File: src/rtl/fifo_wr_arbiter.sv
// fifo_wr_arbiter: packet-granular round-robin arbiter sharing one FIFO write port among NREQ sources
// Ports:
//   clk, rst                       FIFO write clock, async active-high reset
//   en_mask                        per-source eligibility for new grants
//   src_valid/src_data/src_last    per-source beat stream, data at [i*DW +: DW]
//   src_ready                      per-source accept (valid & ready = transfer)
//   fifo_din, fifo_we, fifo_full   FIFO write port
//   busy, grant_id                 grant held / current or last granted source
//   timeout_pulse, pkt_count       stall revocation pulse / completed packet count
module fifo_wr_arbiter #(
  parameter int NREQ = 4,
  parameter int DW = 8,
  parameter int IDW = 2,
  parameter int TIMEOUT = 255
) (
  input  logic              clk,
  input  logic              rst,
  input  logic [NREQ-1:0]   en_mask,
  input  logic [NREQ-1:0]   src_valid,
  input  logic [NREQ*DW-1:0] src_data,
  input  logic [NREQ-1:0]   src_last,
  output logic [NREQ-1:0]   src_ready,
  output logic [DW-1:0]     fifo_din,
  output logic              fifo_we,
  input  logic              fifo_full,
  output logic              busy,
  output logic [IDW-1:0]    grant_id,
  output logic              timeout_pulse,
  output logic [15:0]       pkt_count
);
  typedef enum logic {IDLE, BUSY} state_t;
  state_t state;
  logic [1:0] rst_sync;
  logic arst;
  logic [IDW-1:0] rr_ptr, pick;
  logic [15:0] to_cnt;
  logic [NREQ-1:0] elig;
  logic g_valid, xfer, stall_idle, to_hit;
  // assertion is immediate, release is aligned to clk
  always_ff @(posedge clk or posedge rst)
    if (rst) rst_sync <= 2'b11;
    else rst_sync <= {rst_sync[0], 1'b0};
  assign arst = rst_sync[1];
  assign elig = src_valid & en_mask;
  // scan downward so the index closest above rr_ptr wins
  always_comb begin
    pick = '0;
    for (int k = NREQ; k >= 1; k--)
      if (elig[(int'(rr_ptr) + k) % NREQ]) pick = IDW'((int'(rr_ptr) + k) % NREQ);
  end
  assign busy = state == BUSY;
  assign g_valid = src_valid[grant_id];
  assign xfer = busy && g_valid && !fifo_full;
  assign stall_idle = busy && !g_valid && !fifo_full;
  assign to_hit = stall_idle && to_cnt == 16'(TIMEOUT - 1);
  assign src_ready = (busy && !fifo_full) ? (NREQ'(1) << grant_id) : '0;
  assign fifo_we = xfer;
  assign fifo_din = src_data[grant_id*DW +: DW];
  always_ff @(posedge clk or posedge arst)
    if (arst) begin
      state <= IDLE;
      grant_id <= '0;
      rr_ptr <= IDW'(NREQ - 1);
      to_cnt <= '0;
      pkt_count <= '0;
      timeout_pulse <= 1'b0;
    end else begin
      timeout_pulse <= 1'b0;
      if (state == IDLE) begin
        to_cnt <= '0;
        if (|elig) begin
          grant_id <= pick;
          state <= BUSY;
        end
      end else begin
        to_cnt <= xfer ? '0 : stall_idle ? to_cnt + 16'd1 : to_cnt;
        if (xfer && src_last[grant_id]) begin
          state <= IDLE;
          rr_ptr <= grant_id;
          pkt_count <= pkt_count + 16'd1;
        end else if (to_hit) begin
          state <= IDLE;
          rr_ptr <= grant_id;
          timeout_pulse <= 1'b1;
        end
      end
    end
endmodule

File: config.mk
export PLATFORM = sky130hd
export DESIGN_NAME = fifo_wr_arbiter
export DESIGN_NICKNAME = d
export VERILOG_FILES = /design/src/rtl/fifo_wr_arbiter.sv
export SDC_FILE = /design/constraint.sdc
export NUM_CORES = 1
export LEC_CHECK = 0
export ABC_AREA = 1
export ABC_CLOCK_PERIOD_IN_PS = 2780
export CORE_ASPECT_RATIO = 1.25
export CORE_MARGIN = 2
export CORE_UTILIZATION = 35
export CTS_BUF_LIST = sky130_fd_sc_hd__clkbuf_8
export DETAILED_ROUTE_END_ITERATION = 8
export GPL_ROUTABILITY_DRIVEN = 0
export PLACE_DENSITY = 0.66
export SETUP_SLACK_MARGIN = 0.4
export SLEW_MARGIN = 20
export SYNTH_ARGS = -nofsm -noshare
export SYNTH_HDL_FRONTEND = slang
export SYNTH_SLANG_ARGS = --single-unit
File: constraint.sdc
create_clock -name clk -period 2.78 [get_ports clk]
set_clock_uncertainty 0.1 [all_clocks]
set_input_delay 0.417 -clock clk [delete_from_list [all_inputs] [get_ports clk]]
set_output_delay 0.417 -clock clk [all_outputs]
set_load 0.05 [all_outputs]
After elaboration in Yosys (flattened, before gate mapping)
Cells that the tools add are included.
{ "word_totals": {"regBits": 40, "input_bits": 47} }
{ "op_classes": {"n_addsub": 6, "order_cmp": 5, "n_eq_ne": 2, "n_shift": 2, "muxes": 33, "bitwise_logic": 6, "n_reduce_logical": 18} }
{ "op_table": {"columns": ["operator", "n"], "rows": [
  ["$mux W16", 3],
  ["$add A16 B1 Y16 const B", 2],
  ["$shiftx A32 B6 Y8", 1],
  ["$mux W1", 17],
  ["$eq A16 B8 Y1 const B", 1],
  ["$lt A3 B4 Y1 const B", 4],
  ["$bmux W1 S2", 6],
  ["$mux W2", 6],
  ["$reduce_or A2 Y1", 4],
  ["$logic_and A1 B1 Y1", 7],
  ["$reduce_and A2 Y1", 3],
  ["$add A2 B1 Y2 const B", 2],
  ["$add A2 B2 Y2 const B", 2],
  ["$and A1 B1 Y1 const A", 4],
  ["$and A4 B4 Y4", 1],
  ["$mux W4", 1],
  ["$reduce_or A4 Y1", 1],
  ["$shl A1 B2 Y4 const A", 1],
  ["$lt A2 B3 Y1 const B", 1],
  ["$ne A3 B1 Y1 const B", 1],
  ["$logic_not A1 Y1", 2],
  ["$reduce_bool A2 Y1", 1],
  ["$not A1 Y1", 1]
]} }

Depth between registers and ports, before layout
{ "logic_depth": {"depth_word": 10, "ltp_mapped": 12} }

Worst setup path before layout
Ideal clock, no wire load.
{ "synth_timing": {"path_type": "register -> output", "startpoint": "reg grant_id[0]", "endpoint": "out src_ready[1]", "arrival_time_ns": 2.170, "required_time_ns": 2.263, "setup_slack_ns": 0.093, "stages_incl_launch_ff": 4, "path_cell_list": "dfrtp_1 inv_2 buf_1 nor3_1"} }
{ "synth_between": {"elab_chain_cells": 2} }
{ "synth_rtl": {"columns": ["element", "line", "source"], "rows": [
  ["from (decl)", "27", "output logic [IDW-1:0] grant_id,"],
  ["from (signal assigned)", "72", "grant_id <= pick;"],
  ["$shl A1 B2 Y4", "56", "assign src_ready = (busy && !fifo_full) ? (NREQ'(1) << grant_id) : '0;"],
  ["$mux W4", "56", null],
  ["to (decl)", "22", "output logic [NREQ-1:0] src_ready,"]
]} }
No other way between the ends.

Worst setup path after layout
{ "layout_timing": {"startpoint": "reg grant_id[0]", "endpoint": "out fifo_we"} }
{ "layout_between": {"elab_chain_cells": 4} }
{ "layout_rtl": {"columns": ["element", "line", "source"], "rows": [
  ["$bmux W1 S2", "52", "assign g_valid = src_valid[grant_id];"],
  ["$mux W1 (not written as such)", "52", null],
  ["$logic_and A1 B1 Y1 (2 in series)", "53", "assign xfer = busy && g_valid && !fifo_full;"],
  ["to (decl)", "24", "output logic fifo_we,"]
]} }
No other way between the ends. The select of a mux whose other input is x is not followed.

==> key figures <==
Synthesis
  – Number of synthesized flops with an enable pin: 0
  – Post-synth cell types: 33
  – Post-synthesis sequential element count: 40
  – Number of warnings printed during yosys synthesis: 0
  – Post-synth net total: 439
  – Synth area leaders: sky130_fd_sc_hd__dfrtp_1 34%, sky130_fd_sc_hd__nand2_1 20%, sky130_fd_sc_hd__nand3_1 9.6%, sky130_fd_sc_hd__inv_1 4.1%, sky130_fd_sc_hd__nor2_1 4.1%
  – Synth async-reset ratio: 100%
  – Mapped Cells: 389
  – Cell type with the highest aggregate area in the netlist: sky130_fd_sc_hd__dfrtp_1
  – Main flop type after synthesis: sky130_fd_sc_hd__dfrtp_1
  – Most instantiated cells after synthesis: 141 x sky130_fd_sc_hd__nand2_1, 51 x sky130_fd_sc_hd__nand3_1, 36 x sky130_fd_sc_hd__dfrtp_1
  – Synth Cell Area: 0.00267 sq mm
  – Post-synthesis area per instance: approximately 6.9 sq um
  – Proportion of netlist area held by the largest area contributor: between 30% and 40%
  – Sequential-to-total area share from yosys stat: 37.7%
  – Most frequent cell after synthesis: sky130_fd_sc_hd__nand2_1

Global routing
  – Via count of the first global-routing pass: 2697
  – Total routing usage reported by global routing: between 10% and 20%
  – Total congestion overflow after global routing: 0
  – Maximum number of pins on one net before global-route repair: 23
  – Number of antenna violations at the first check in global routing: 0
  – First-pass GRT wire length: 11600 microns

Detailed routing
  – Number of routed nets with antenna violations: 0
  – Via total after detailed routing: 2805
  – Initial DRC count: 135
  – Routed WL per cell: 12.4 microns
  – DRC viols: 0
  – Via-per-instance ratio: roughly 5.0
  – First drt pass iteration count: 6
  – Final Routed Wirelength: 6990 microns

Placement
  – Placed cell area: 0.00355 sq mm
  – Final HPWL from detailed placement: 5490 microns
  – Count of input and output buffers: 79

STA
  – Fmax: 0.452 GHz
  – Relative slew margins: 49.4%
  – Final period util: 79.5%
  – Total setup violations reported at the end of the flow: 0
  – TNS Setup: 0 ns
  – Transition time at the pin with the least slew margin: 0.758 ns
  – Worst hold slack across all endpoints: 0.257 ns
  – Crit path time final: 2.21 ns
  – Unrepaired setup endpoints after global routing: no
  – Final-report hold violation count: 0
  – Count of pins over their slew limit: 0

Pwr
  – Internal Pwr Total: roughly 1400 uW
  – Power Dens Cells: 769 mW/mm^2
  – Sw Share: 50.9%
  – Clock share of power: approximately 13%
  – Pleak: 0.00165 uW
  – Logic gate share of total power: 57.4%
  – Total power after layout: ~2800 uW
  – Sequential cell fraction of total power: 29.8%
  – Maximum resistive drop on vdd: 0.565 mV
  – Sw Pwr: 1420 uW

Clocking
  – Buffers from clock root to sink, at most: 2
  – Clock latency on the worst-skew pair: 0.29 ns
  – Post-CTS clock slew at the launch and capture registers of the worst setup and hold paths: 0.07 ns
  – TritonCTS buffer count: 5
  – TritonCTS clock tree: built
  – CTS sink count: 40
  – Clock root buffer: sky130_fd_sc_hd__clkbuf_8
  – CTS H-Tree Depth: 2

Critical path
  – Critical path class: reg -> out
  – Capturing point of the worst reg2reg path: pkt_count[2]$_DFFE_PP0P_
  – Startpoint types: register
  – Maximum fanout along the worst path: 13
  – Worst Path Arrival: 1.69 ns
  – Worst-path cell with the longest stage delay: sky130_fd_sc_hd__dfrtp_2
  – Cell breakdown of the critical path: inv_2, nor2_4, nand2_1, nand2_1, nor2_2, nor2_4, buf_12
  – Largest stage delay on the critical path: 0.47 ns
  – Register-to-Register Path Depth: 8
  – Beginning of the worst register-to-register path: grant_id[0]$_DFFE_PP0P_
  – Worst EP required: 2.26 ns
  – Worst reg-to-reg setup slack: approximately 0.66 ns
  – Critical path endpoint category: output pin

Hold path
  – Min-Delay Path Depth: 0
  – Endpoint, Worst Hold: rst_sync[1]$_DFF_PP1_
  – Path type of the worst min-delay path: reg -> reg
  – Startpoint of the most critical hold path: rst_sync[0]$_DFF_PP1_

Floorplanning
  – IO Count: 80
  – Number of rows in the core area: 35
  – Die Span Y: 102 microns
  – Die outline area: 0.00834 sq mm
  – Floorplan core area: approximately 0.0074 sq mm
  – Die width: 82.1 microns
  – Initial Utilization: about 36%

Final layout
  – Number of diodes: 0
  – Final nets: between 500 and 600
  – Signed area change from the synthesized netlist to the final layout: 36.2%
  – Post-route design area: between 0.003 and 0.004 sq mm
  – Count of fill cells added during filler insertion: around 740
  – Fraction of layout cells with a size suffix above 1: around 8.5%
  – Share of the core filled with cells: 49.1%

Flow run
  – # Max-Cap Violations: 0

Outcome
  – Outcome: finished clean
## routing by layer
metal  global-route usage [%]  routed length [microns]
met1                     19.2                     2880
met2                     31.2                     3320
met3                     4.46                      632
met4                     6.92                      150
met5                        0                        0
## metrics by stage
stage               worst slack, ns  std cells
global route                  0.416        563
finish                        0.569        563
CTS                           0.388        563
detailed placement            0.532        555
floorplan                     0.380        389
global placement              0.568        555
## repair_timing
action,in CTS,in global routing
setup endpoints to repair,1,5
hold buffers,0,0
buffers inserted,0,0
gates resized for setup,2,2
## flip-flops by register name (all words and copies together), names as in the netlist
name	cells
pkt_count	16
timeout_pulse	1
to_cnt	16
busy	1
rr_ptr	2
rst_sync	2
grant_id	2
## logic make-up after synthesis
| group | synth area share [%] |
|---|---|
| buffers and inverters | 7.08 |
| other | 0.141 |
| XOR/XNOR | 5.25 |
| AND/OR/NAND/NOR | 39.8 |
| flip-flops | 37.7 |
| AO/OA/AOI/OAI | 8.63 |
| adder cells (fa/ha/maj) | 1.41 |
## critical path, delay by kind of cell (launching register included)
family / cells / cell delay, ns
AND/OR/NAND/NOR: 5 / 0.62
flip-flops: 1 / 0.47
buffers and inverters: 2 / 0.32
## power by group through the flow
stage / clock, uW / combinational (uW) / sequential (uW)
2_1_floorplan: 0 / 959 / 985
3_3_place_gp: 0 / 1600 / 840
3_5_place_dp: 0 / 1620 / 839
4_1_cts: 376 / 1620 / 833
5_1_grt: 401 / 1750 / 855
6_report: 358 / 1600 / 834
## area by class of cell
type	count	area [sq um]	area share, %
Clock buffer	5	68.8	1.89
Clock inverter	3	12.5	0.344
Inverter	34	129	3.55
Multi-Input combinational cell	306	1490	41.0
Sequential cell	40	1010	27.7
Tap cell	92	115	3.17
Timing Repair Buffer	83	812	22.3
## worst max path at each step
stage,start,endpoint,slack (ns),cells past startpoint
finish,grant_id[0]$_DFFE_PP0P_,fifo_we,0.57,7
global route,grant_id[0]$_DFFE_PP0P_,fifo_we,0.42,7
CTS,grant_id[1]$_DFFE_PP0P_,fifo_we,0.39,7
detailed placement,grant_id[1]$_DFFE_PP0P_,pkt_count[2]$_DFFE_PP0P_,0.53,7
global placement,grant_id[1]$_DFFE_PP0P_,pkt_count[12]$_DFFE_PP0P_,0.57,7
floorplan,grant_id[1]$_DFFE_PP0P_,src_ready[2],0.38,4
## cell usage in the layout, fill, tap and decap left out, types with 2 or more instances in the layout
cell                              count
sky130_fd_sc_hd__xnor2_1              7
sky130_fd_sc_hd__ha_1                 3
sky130_fd_sc_hd__dfrtp_2              2
sky130_fd_sc_hd__a22oi_1              9
sky130_fd_sc_hd__o21ai_1              7
sky130_fd_sc_hd__nor2_4               3
sky130_fd_sc_hd__o21ai_0             15
sky130_fd_sc_hd__buf_12               2
sky130_fd_sc_hd__dfrtp_1             34
sky130_fd_sc_hd__dfstp_2              4
sky130_fd_sc_hd__inv_1               31
sky130_fd_sc_hd__o22ai_1              3
sky130_fd_sc_hd__buf_4               15
sky130_fd_sc_hd__nand3_1             51
sky130_fd_sc_hd__xor2_1               9
sky130_fd_sc_hd__nor3_2               2
sky130_fd_sc_hd__nand3b_1             3
sky130_fd_sc_hd__clkbuf_8             5
sky130_fd_sc_hd__clkinv_2             2
sky130_fd_sc_hd__a21oi_1              2
sky130_fd_sc_hd__nor2_1              29
sky130_fd_sc_hd__clkdlybuf4s50_1     65
sky130_fd_sc_hd__nand2_1            141
sky130_fd_sc_hd__nand4_1              5
sky130_fd_sc_hd__nor3_1               9
sky130_fd_sc_hd__inv_2                3
(Power assumes the default switching activity.)
